--- src/rtl/rx_fifo_if.sv ---
// Receive-side bus of rx_fifo_ctrl: receiver handshake in, FIFO read port and status out.
interface rx_fifo_if #(
  parameter int DEPTH = 4
);
  logic                       rx_req;
  logic                       rx_ack;
  logic [7:0]                 rx_data;
  logic                       rx_perr;
  logic                       rd_en;
  logic [7:0]                 dout;
  logic                       dout_perr;
  logic                       empty;
  logic                       full;
  logic [$clog2(DEPTH):0]     count;
  logic [7:0]                 perr_cnt;
  logic [7:0]                 ovf_cnt;

  modport slave (
    input  rx_req, rx_data, rx_perr, rd_en,
    output rx_ack, dout, dout_perr, empty, full, count, perr_cnt, ovf_cnt
  );

  modport master (
    output rx_req, rx_data, rx_perr, rd_en,
    input  rx_ack, dout, dout_perr, empty, full, count, perr_cnt, ovf_cnt
  );
endinterface

--- src/rtl/rx_fifo_ctrl.sv ---
// Owns the UART receiver's Receive/Received handshake and buffers each byte plus
// parity flag in a first-word-fall-through FIFO with saturating error counters.
module rx_fifo_ctrl #(
  parameter int DEPTH     = 4,
  parameter bit DROP_PERR = 1'b1
) (
  input logic     clk,
  input logic     reset,
  rx_fifo_if.slave bus
);
  localparam int AW = $clog2(DEPTH);
  localparam int CW = AW + 1;

  typedef enum logic {IDLE, ACK} state_t;

  state_t          state, state_nx;
  logic [AW-1:0]   wr_ptr, rd_ptr;
  logic [CW-1:0]   count_q;
  logic [7:0]      perr_q, ovf_q;
  logic [8:0]      mem [DEPTH];

  logic capture, drop_perr, do_wr, do_rd, do_ovf, full_w, empty_w;

  // NOTE: every signal assigned in always_comb gets a default first so no latch is inferred.
  always_comb begin
    state_nx = state;
    case (state)
      IDLE:    if (bus.rx_req)  state_nx = ACK;
      ACK:     if (!bus.rx_req) state_nx = IDLE;
      default: state_nx = IDLE;
    endcase
  end

  // NOTE: sequential state uses non-blocking assignments so all registers update together.
  always_ff @(posedge clk or posedge reset) begin
    if (reset) state <= IDLE;
    else       state <= state_nx;
  end

  assign empty_w   = (count_q == '0);
  assign full_w    = (count_q == CW'(DEPTH));
  assign capture   = (state == IDLE) && bus.rx_req;
  assign drop_perr = DROP_PERR && bus.rx_perr;
  assign do_rd     = bus.rd_en && !empty_w;
  // A pop on the same edge frees the slot a full FIFO needs for the incoming byte.
  assign do_wr     = capture && !drop_perr && (!full_w || do_rd);
  assign do_ovf    = capture && !drop_perr && full_w && !do_rd;

  always_ff @(posedge clk or posedge reset) begin
    if (reset) begin
      wr_ptr  <= '0;
      rd_ptr  <= '0;
      count_q <= '0;
      perr_q  <= '0;
      ovf_q   <= '0;
    end else begin
      if (do_wr) wr_ptr <= wr_ptr + AW'(1);
      if (do_rd) rd_ptr <= rd_ptr + AW'(1);
      case ({do_wr, do_rd})
        2'b10:   count_q <= count_q + CW'(1);
        2'b01:   count_q <= count_q - CW'(1);
        default: count_q <= count_q;
      endcase
      if (capture && bus.rx_perr && perr_q != 8'hFF) perr_q <= perr_q + 8'd1;
      if (do_ovf && ovf_q != 8'hFF)                  ovf_q  <= ovf_q + 8'd1;
    end
  end

  // NOTE: the storage array is not reset; only pointers and count define validity.
  always_ff @(posedge clk) begin
    if (do_wr) mem[wr_ptr] <= {bus.rx_perr, bus.rx_data};
  end

  // Gating on empty keeps dout at zero out of reset without clearing the array.
  assign {bus.dout_perr, bus.dout} = empty_w ? 9'd0 : mem[rd_ptr];
  assign bus.rx_ack   = (state == ACK);
  assign bus.empty    = empty_w;
  assign bus.full     = full_w;
  assign bus.count    = count_q;
  assign bus.perr_cnt = perr_q;
  assign bus.ovf_cnt  = ovf_q;
endmodule

--- src/flat_wrapper.sv ---
// flat-port wrapper written by rule: the top's interface ports become plain ports
module rx_fifo_ctrl_flat 
#(
  parameter int DEPTH     = 4,
  parameter bit DROP_PERR = 1'b1
)
  (clk, reset, bus_rx_req, bus_rx_data, bus_rx_perr, bus_rd_en, bus_rx_ack, bus_dout, bus_dout_perr, bus_empty, bus_full, bus_count, bus_perr_cnt, bus_ovf_cnt);
  rx_fifo_if #(.DEPTH(DEPTH)) bus_i ();
  input logic clk;
  input logic reset;
  input wire logic [$bits(bus_i.rx_req)-1:0] bus_rx_req;
  input wire logic [$bits(bus_i.rx_data)-1:0] bus_rx_data;
  input wire logic [$bits(bus_i.rx_perr)-1:0] bus_rx_perr;
  input wire logic [$bits(bus_i.rd_en)-1:0] bus_rd_en;
  output wire logic [$bits(bus_i.rx_ack)-1:0] bus_rx_ack;
  output wire logic [$bits(bus_i.dout)-1:0] bus_dout;
  output wire logic [$bits(bus_i.dout_perr)-1:0] bus_dout_perr;
  output wire logic [$bits(bus_i.empty)-1:0] bus_empty;
  output wire logic [$bits(bus_i.full)-1:0] bus_full;
  output wire logic [$bits(bus_i.count)-1:0] bus_count;
  output wire logic [$bits(bus_i.perr_cnt)-1:0] bus_perr_cnt;
  output wire logic [$bits(bus_i.ovf_cnt)-1:0] bus_ovf_cnt;
  assign bus_i.rx_req = bus_rx_req;
  assign bus_i.rx_data = bus_rx_data;
  assign bus_i.rx_perr = bus_rx_perr;
  assign bus_i.rd_en = bus_rd_en;
  assign bus_rx_ack = bus_i.rx_ack;
  assign bus_dout = bus_i.dout;
  assign bus_dout_perr = bus_i.dout_perr;
  assign bus_empty = bus_i.empty;
  assign bus_full = bus_i.full;
  assign bus_count = bus_i.count;
  assign bus_perr_cnt = bus_i.perr_cnt;
  assign bus_ovf_cnt = bus_i.ovf_cnt;
  rx_fifo_ctrl #(.DEPTH(DEPTH), .DROP_PERR(DROP_PERR)) u_core (.clk(clk), .reset(reset), .bus(bus_i));
endmodule
--- config.mk ---
export PLATFORM = sky130hd
export DESIGN_NAME = rx_fifo_ctrl_flat
export DESIGN_NICKNAME = d
export VERILOG_FILES = /design/src/rtl/rx_fifo_if.sv /design/src/rtl/rx_fifo_ctrl.sv /design/src/flat_wrapper.sv
export SDC_FILE = /design/constraint.sdc
export NUM_CORES = 1
export LEC_CHECK = 0
export BUFFER_PORTS_ARGS = -buffer_cell sky130_fd_sc_hd__buf_4
export CORE_ASPECT_RATIO = 1.1
export CORE_MARGIN = 1
export CORE_UTILIZATION = 58
export DETAILED_ROUTE_END_ITERATION = 7
export GPL_ROUTABILITY_DRIVEN = 1
export PLACE_DENSITY = 0.87
export SLEW_MARGIN = 10
export SYNTH_ARGS = -nofsm -noshare
export SYNTH_HDL_FRONTEND = slang
export SYNTH_SLANG_ARGS = --single-unit
--- constraint.sdc ---
create_clock -name clk -period 4.6 [get_ports clk]
set_input_delay 0.46 -clock clk [delete_from_list [all_inputs] [get_ports clk]]
set_output_delay 0.46 -clock clk [all_outputs]
set_load 0.02 [all_outputs]
==> impl_metrics.py, run 1 <==
metrics = {
    "worst_setup_path": {
        "path_max_fanout": 11,
        "critical-path-top-delay-family": "flip-flops",
        "reg2reg_depth": 9,
        "crit_buf_inv": 1,
        "end_kind": "primary output",
        "worst-setup-path-type": "register to primary output",
        "critPathSlowestCell": "dfrtp_1",
        "path_cells": "mux4_2 > nor2b_1 > buf_4",
        "crit_required_ns": 4.14,
        "cp.arrival_ns": 1.97,
        "max_stage_delay_ns": 0.75,
        "cp-start-kind": "register",
        "r2r_slack_ns": 2.28,
        "crit_cells": 3,
    },
    "logic_synthesis": {
        "ys_seq_area_share_pct": 64.8,
        "yosysTopAreaCellShare_pct": 41.7,
        "synth.cell_area_um2": 2590,
        "synth_cell_types": 32,
        "yosysTopAreaCell": "edfxtp_1",
        "synth_edf_count": 36,
        "async_reset_ff_share_pct": 40.0,
        "ys_ff_latch": 60,
        "yosysMostFrequentCell": "edfxtp_1",
        "synthTopCellsByArea": "edfxtp_1 (42%), dfrtp_1 (23%), mux4_2 (7.8%)",
        "synth_common_cells": "edfxtp_1 (36), dfrtp_1 (24), xor2_1 (12), nor2b_1 (10)",
        "synthCells": 167,
        "yosys_most_used_dff": "edfxtp_1",
        "syn_nets": 188,
        "syn_avg_cell_area_um2": 15.5,
        "ys_warn_count": 0,
    },
    "pwr": {
        "leakagePower_nw": 1.33,
        "p_total_mw": 1.75,
        "powerDensity_nw_per_um2": 560,
        "peakVddDrop_mv": 0.377,
    },
    "sta": {
        "final.setup.tns_ns": 0,
        "hold_ws_ns": 0.255,
        "relSlewSlack_pct": 37.2,
        "setup_violations": 0,
        "rsz0062_at_grt": "no",
        "finalCriticalPeriod_ns": 2.43,
        "fin_ws_ns": 2.17,
        "hold_viol_final": 0,
        "tightest_slew_ns": 0.941,
        "max_clock_freq_ghz": 0.411,
        "finalCritPeriodShare_pct": 52.9,
        "maxSlewViolCount": 0,
        "clock_skew_ns": 0.00577,
    },
    "floorplan": {
        "core_um2": 4290,
        "die-area_um2": 4750,
        "ios": 44,
        "rows": 25,
        "die_height_um": 72.2,
        "start_util_pct": 60.6,
        "die_w_um": 65.8,
    },
    "clock_network": {
        "cts_hold_buffers": 0,
        "cts_max_level": 3,
        "cts_tree": "built",
        "clk_pin_slew_ns": 0.06,
        "clock-sinks": 60,
        "cts_resized": 0,
        "cts_setup_buffers": 0,
        "clockBufferDepth": 2,
        "numCtsBuffers": 9,
        "cts_root_buffer": "clkbuf_8",
        "clk_latency_ns": 0.33,
    },
    "placement": {
        "pre_cts_slack_ns": 2.23,
        "detailed_place.area_um2": 2980,
        "port_buffers": 43,
        "gp_congestion": 0.811,
        "dp_hpwl_mm": 3.23,
        "dp.cells": 261,
    },
    "finish": {
        "regArea_um2": 1680,
        "drive_above_1_share_pct": 33.6,
        "syn2layout_area_growth_pct": 20.6,
        "fill_cells": 267,
        "final_util_pct": 73.1,
        "final_area_um2": 3130,
        "finalNonFillerCells": 277,
        "n_antenna_cell": 0,
        "nNetsFinal": 239,
        "multi_input_area_um2": 863,
    },
    "detailed_routing": {
        "drtIter0Drc": 65,
        "wirelength_mm": 4.58,
        "via_per_inst": 5.52,
        "drc": 0,
        "dr.pass1.iters": 4,
        "num_vias": 1530,
        "ant_nets": 0,
        "wl_per_cell_um": 16.5,
    },
    "grt": {
        "grt_max_degree": 25,
        "grt_pass1_vias": 1625,
        "grt_antenna_before_repair": 0,
        "grt.overflow.total": 0,
        "grt_util_all_layers_pct": 22.2,
        "grt_pass1_wl_mm": 7.44,
    },
    "hold_path": {
        "hp-class": "primary input to register",
        "holdPathStages": 1,
    },
    "run_status": {
        "outcome": "finished, final reports clean",
    },
    "flow_run": {
        "drv_cap": 0,
    },
}
layout make-up:
| class | count | area share (%) |
|---|---|---|
| tap | 54 | 2.16 |
| timing repair buffer | 44 | 10.6 |
| clock inverter | 3 | 0.480 |
| multi-input combinational | 94 | 27.6 |
| sequential | 60 | 53.7 |
| inverter | 9 | 1.08 |
| clock buffer | 13 | 4.44 |
logic make-up (layout without fill, tap and decap cells):
kind of cell / count (synthesis) / in the layout / share of synthesized area (%)
flip-flops: 60 / 60 / 64.8
AND/OR/NAND/NOR: 51 / 51 / 12.4
XOR/XNOR: 16 / 16 / 5.40
multiplexers: 15 / 15 / 10.3
buffers and inverters: 13 / 69 / 1.93
adder cells (fa/ha/maj): 8 / 8 / 4.15
AO/OA/AOI/OAI: 4 / 4 / 0.964
where the power goes:
part / internal, mW / switching (mW) / leakage, nW
Sequential: 0.650 / 0.116 / 0.628
Combinational: 0.305 / 0.299 / 0.618
Clock: 0.193 / 0.187 / 0.0812
Total: 1.15 / 0.603 / 1.33
layout by cell type, fill, tap and decap left out:
cell type   n
nor4_2      1
nand2_2     1
nand4_1     2
o21ai_0     1
a31oi_1     2
nor4b_2     1
nand2_1     7
nor2_1      6
ha_1        7
buf_4      44
clkbuf_1    4
xor2_1     12
nand2b_1    1
dfrtp_1    24
nand3_1     4
nor2b_1    10
and2_1      4
edfxtp_1   36
o21bai_1    1
and3_1      2
clkbuf_8    9
nor3_1      6
xnor2_1     4
nor3b_1     2
nor4b_4     1
nand3b_1    1
inv_1       9
fa_1        1
mux2i_1     2
mux2_2      4
clkinv_2    3
and2b_2     1
mux4_2      9
nor3_4      1
flip-flops by register name, indices dropped and copies added (netlist names):
signal               flops
u_core.bus.ovf_cnt       8
u_core.wr_ptr            2
u_core.bus.count         3
u_core.rd_ptr            2
u_core.mem              36
u_core.bus.perr_cnt      8
u_core.bus.rx_ack        1
layer usage:
metal  wire (um)  global-route usage, %
met1        1920                   27.4
met2        2360                   35.0
met3         217                   7.55
met4          88                   10.6
met5           0                      0
path summary, 6_finish.rpt:
| check | startpoint | to |
|---|---|---|
| max in group asynchronous | reset | u_core.bus.ovf_cnt[6]$_DFFE_PP0P_ |
| min in group asynchronous | reset | u_core.bus.perr_cnt[0]$_DFFE_PP0P_ |
| setup reg to reg | u_core.bus.count[0]$_DFFE_PP0P_ | u_core.bus.count[2]$_DFFE_PP0P_ |
| setup / recovery | u_core.rd_ptr[0]$_DFFE_PP0P_ | bus_dout[5] |
| hold / removal | bus_rx_req | u_core.bus.rx_ack$_DFF_PP0_ |
| hold reg to reg | u_core.bus.ovf_cnt[5]$_DFFE_PP0P_ | u_core.bus.ovf_cnt[5]$_DFFE_PP0P_ |
Power figures use the tool's default switching activity.
==> run 2, diff against run 1 <==
--- a/config.mk
+++ b/config.mk
@@ -5,13 +5,14 @@
 export SDC_FILE = /design/constraint.sdc
 export NUM_CORES = 1
 export LEC_CHECK = 0
+export ABC_AREA = 1
 export BUFFER_PORTS_ARGS = -buffer_cell sky130_fd_sc_hd__buf_4
 export CORE_ASPECT_RATIO = 1.1
 export CORE_MARGIN = 1
-export CORE_UTILIZATION = 58
+export CORE_UTILIZATION = 51
 export DETAILED_ROUTE_END_ITERATION = 7
 export GPL_ROUTABILITY_DRIVEN = 1
-export PLACE_DENSITY = 0.87
+export PLACE_DENSITY = 0.81
 export SLEW_MARGIN = 10
 export SYNTH_ARGS = -nofsm -noshare
 export SYNTH_HDL_FRONTEND = slang
==> constraint.sdc (replaced) <==
create_clock -name clk -period 2 [get_ports clk]
set_input_delay 0.2 -clock clk [delete_from_list [all_inputs] [get_ports clk]]
set_output_delay 0.2 -clock clk [all_outputs]
set_load 0.02 [all_outputs]
==> impl_metrics.py, run 2 <==
metrics = {
    "run_status": {
        "outcome": "finished, final reports clean",
    },
    "worst_setup_path": {
        "end_kind": "register",
        "worstReg2RegStart": "u_core.bus.count[1]$_DFFE_PP0P_",
        "critPathSlowestCell": "dlygate4sd3_1",
        "crit_required_ns": 2.21,
        "cp_common_cell": "inv_1",
        "worst-setup-path-type": "primary input to register",
        "reg2reg_depth": 9,
        "startpoint": "bus_rx_req",
        "cp.arrival_ns": 2.09,
        "max_stage_delay_ns": 0.53,
        "crit_buf_inv": 4,
        "path_cells": "dlygate4sd3_1 > buf_4 > nand3_2 > inv_1 > nand2_2 > ha_1 > inv_1 > fa_1 > a21oi_1 > o21ai_1 > xor2_1",
        "critical-path-top-delay-family": "buffers and inverters",
        "crit_cells": 11,
        "path_max_fanout": 3,
        "cp-start-kind": "primary input",
        "r2r_slack_ns": 0.13,
    },
    "sta": {
        "setup_violations": 0,
        "rsz0062_at_grt": "no",
        "relSlewSlack_pct": 77.1,
        "final.setup.tns_ns": 0,
        "tightest_slew_ns": 0.342,
        "finalCriticalPeriod_ns": 1.88,
        "maxSlewViolCount": 0,
        "fin_ws_ns": 0.121,
        "hold_viol_final": 0,
        "hold_ws_ns": 0.0662,
        "finalCritPeriodShare_pct": 94.0,
        "max_clock_freq_ghz": 0.532,
        "clock_skew_ns": 0.00923,
    },
    "floorplan": {
        "core_um2": 5130,
        "start_util_pct": 54.7,
        "die_w_um": 72.7,
        "rows": 27,
        "die-area_um2": 5810,
        "die_height_um": 79.8,
        "ios": 44,
    },
    "logic_synthesis": {
        "ys_warn_count": 0,
        "synth.cell_area_um2": 2810,
        "syn_avg_cell_area_um2": 10.1,
        "synth_cell_types": 27,
        "ys_ff_latch": 60,
        "synthCells": 279,
        "syn_nets": 300,
        "synth_common_cells": "nand2_1 (48), nor2_1 (48), edfxtp_1 (36), inv_1 (26), dfrtp_1 (24)",
        "yosys_most_used_dff": "edfxtp_1",
        "yosysTopAreaCellShare_pct": 38.5,
        "synthTopCellsByArea": "edfxtp_1 (39%), dfrtp_1 (21%), nand2_1 (6.4%)",
        "async_reset_ff_share_pct": 40.0,
        "ys_seq_area_share_pct": 59.9,
        "synth_edf_count": 36,
        "yosysTopAreaCell": "edfxtp_1",
    },
    "placement": {
        "gp_congestion": 0.810,
        "pre_cts_slack_ns": 0.109,
        "dp.cells": 405,
        "port_buffers": 43,
        "detailed_place.area_um2": 3310,
        "dp_hpwl_mm": 3.96,
    },
    "detailed_routing": {
        "wl_per_cell_um": 13.2,
        "num_vias": 2115,
        "drc": 0,
        "via_per_inst": 5.00,
        "dr.pass1.iters": 4,
        "drtIter0Drc": 76,
        "wirelength_mm": 5.60,
        "ant_nets": 0,
    },
    "finish": {
        "n_antenna_cell": 0,
        "final_util_pct": 68.2,
        "finalNonFillerCells": 423,
        "largest_reg_flops": 36,
        "syn2layout_area_growth_pct": 24.7,
        "final_common_cell": "buf_4",
        "layout_common_cells": "buf_4 (58), nand2_1 (48), nor2_1 (48)",
        "drive_above_1_share_pct": 25.6,
        "nNetsFinal": 367,
        "final_area_um2": 3500,
        "regMostFlops": "u_core.mem",
    },
    "hold_path": {
        "hp-start": "bus_rx_data[0]",
        "holdPathStages": 1,
        "hp-class": "primary input to register",
    },
    "clock_network": {
        "cts_root_buffer": "clkbuf_8",
        "clockBufferDepth": 2,
        "cts_max_level": 3,
        "clk_latency_ns": 0.33,
        "cts_tree": "built",
        "clk_pin_slew_ns": 0.07,
        "clock-sinks": 60,
        "numCtsBuffers": 9,
    },
    "pwr": {
        "powerDensity_nw_per_um2": 1260,
        "peakVddDrop_mv": 0.701,
        "leakagePower_nw": 1.55,
        "p_total_mw": 4.42,
    },
    "grt": {
        "grt_max_degree": 25,
        "grt_pass1_vias": 2061,
        "grt.overflow.total": 0,
        "grt_pass1_wl_mm": 8.91,
        "grt_antenna_before_repair": 0,
        "grt_util_all_layers_pct": 21.2,
    },
    "flow_run": {
        "drv_cap": 0,
    },
}
[run 2: cell types whose count changed in the layout (fill, tap and decap cells not counted), sizes merged, moves of 8 or more]
cell   delta
xor2      -8
buf      +14
nand2    +46
inv      +18
mux4      -9
nand3     +9
nor2b    -10
o21ai    +25
a21oi    +11
nor2     +48
[run 2: final timing paths]
check / to
worst max-delay path: u_core.bus.count[2]$_DFFE_PP0P_
worst min-delay path: u_core.mem[0][0]$_DFFE_PP_
worst max register to register: u_core.bus.count[2]$_DFFE_PP0P_
worst min register to register: u_core.bus.perr_cnt[5]$_DFFE_PP0P_
max in group asynchronous: u_core.rd_ptr[0]$_DFFE_PP0P_
min in group asynchronous: u_core.bus.perr_cnt[2]$_DFFE_PP0P_
[run 2: cell type report]
| class | instances | area [um^2] |
|---|---|---|
| Clock inverter | 3 | 13.8 |
| Sequential cell | 60 | 1680 |
| Fill cell | 408 | 1630 |
| Inverter | 31 | 116 |
| Timing Repair Buffer | 60 | 455 |
| Clock buffer | 13 | 149 |
| Tap cell | 72 | 90.1 |
| Multi-Input combinational cell | 184 | 992 |
[run 2: logic make-up (layout without fill, tap and decap cells)]
group | Yosys count | count (layout) | share of synthesized area (%)
flops | 60 | 60 | 59.9
xor+xnor | 9 | 9 | 2.81
buf+inv | 35 | 107 | 5.12
fa+ha+maj | 8 | 8 | 3.83
simple gates | 130 | 130 | 21.7
compound gates | 37 | 37 | 6.60
[run 2: power by group]
group | internal [mW] | switching, mW | leakage (nW)
registers | 1.50 | 0.185 | 0.627
clock network | 0.476 | 0.436 | 0.0848
logic | 0.755 | 1.07 | 0.834
[run 2: timing repair]
item                                   in CTS  in global routing
setup buffers                               0                  0
hold buffers                                2                  0
gates resized for setup                     0                  5
setup endpoints to repair                   0                  3
endpoints found under the hold margin      25                  0
[run 2: layer usage]
layer  GRT usage (%)  share of wire, %  vias up
met4            10.8               1.9        0
met1            22.9                42     1003
met3            4.80               3.8       11
li1                -                 -     1051
met5               0                 0        -
met2            38.5                52       50
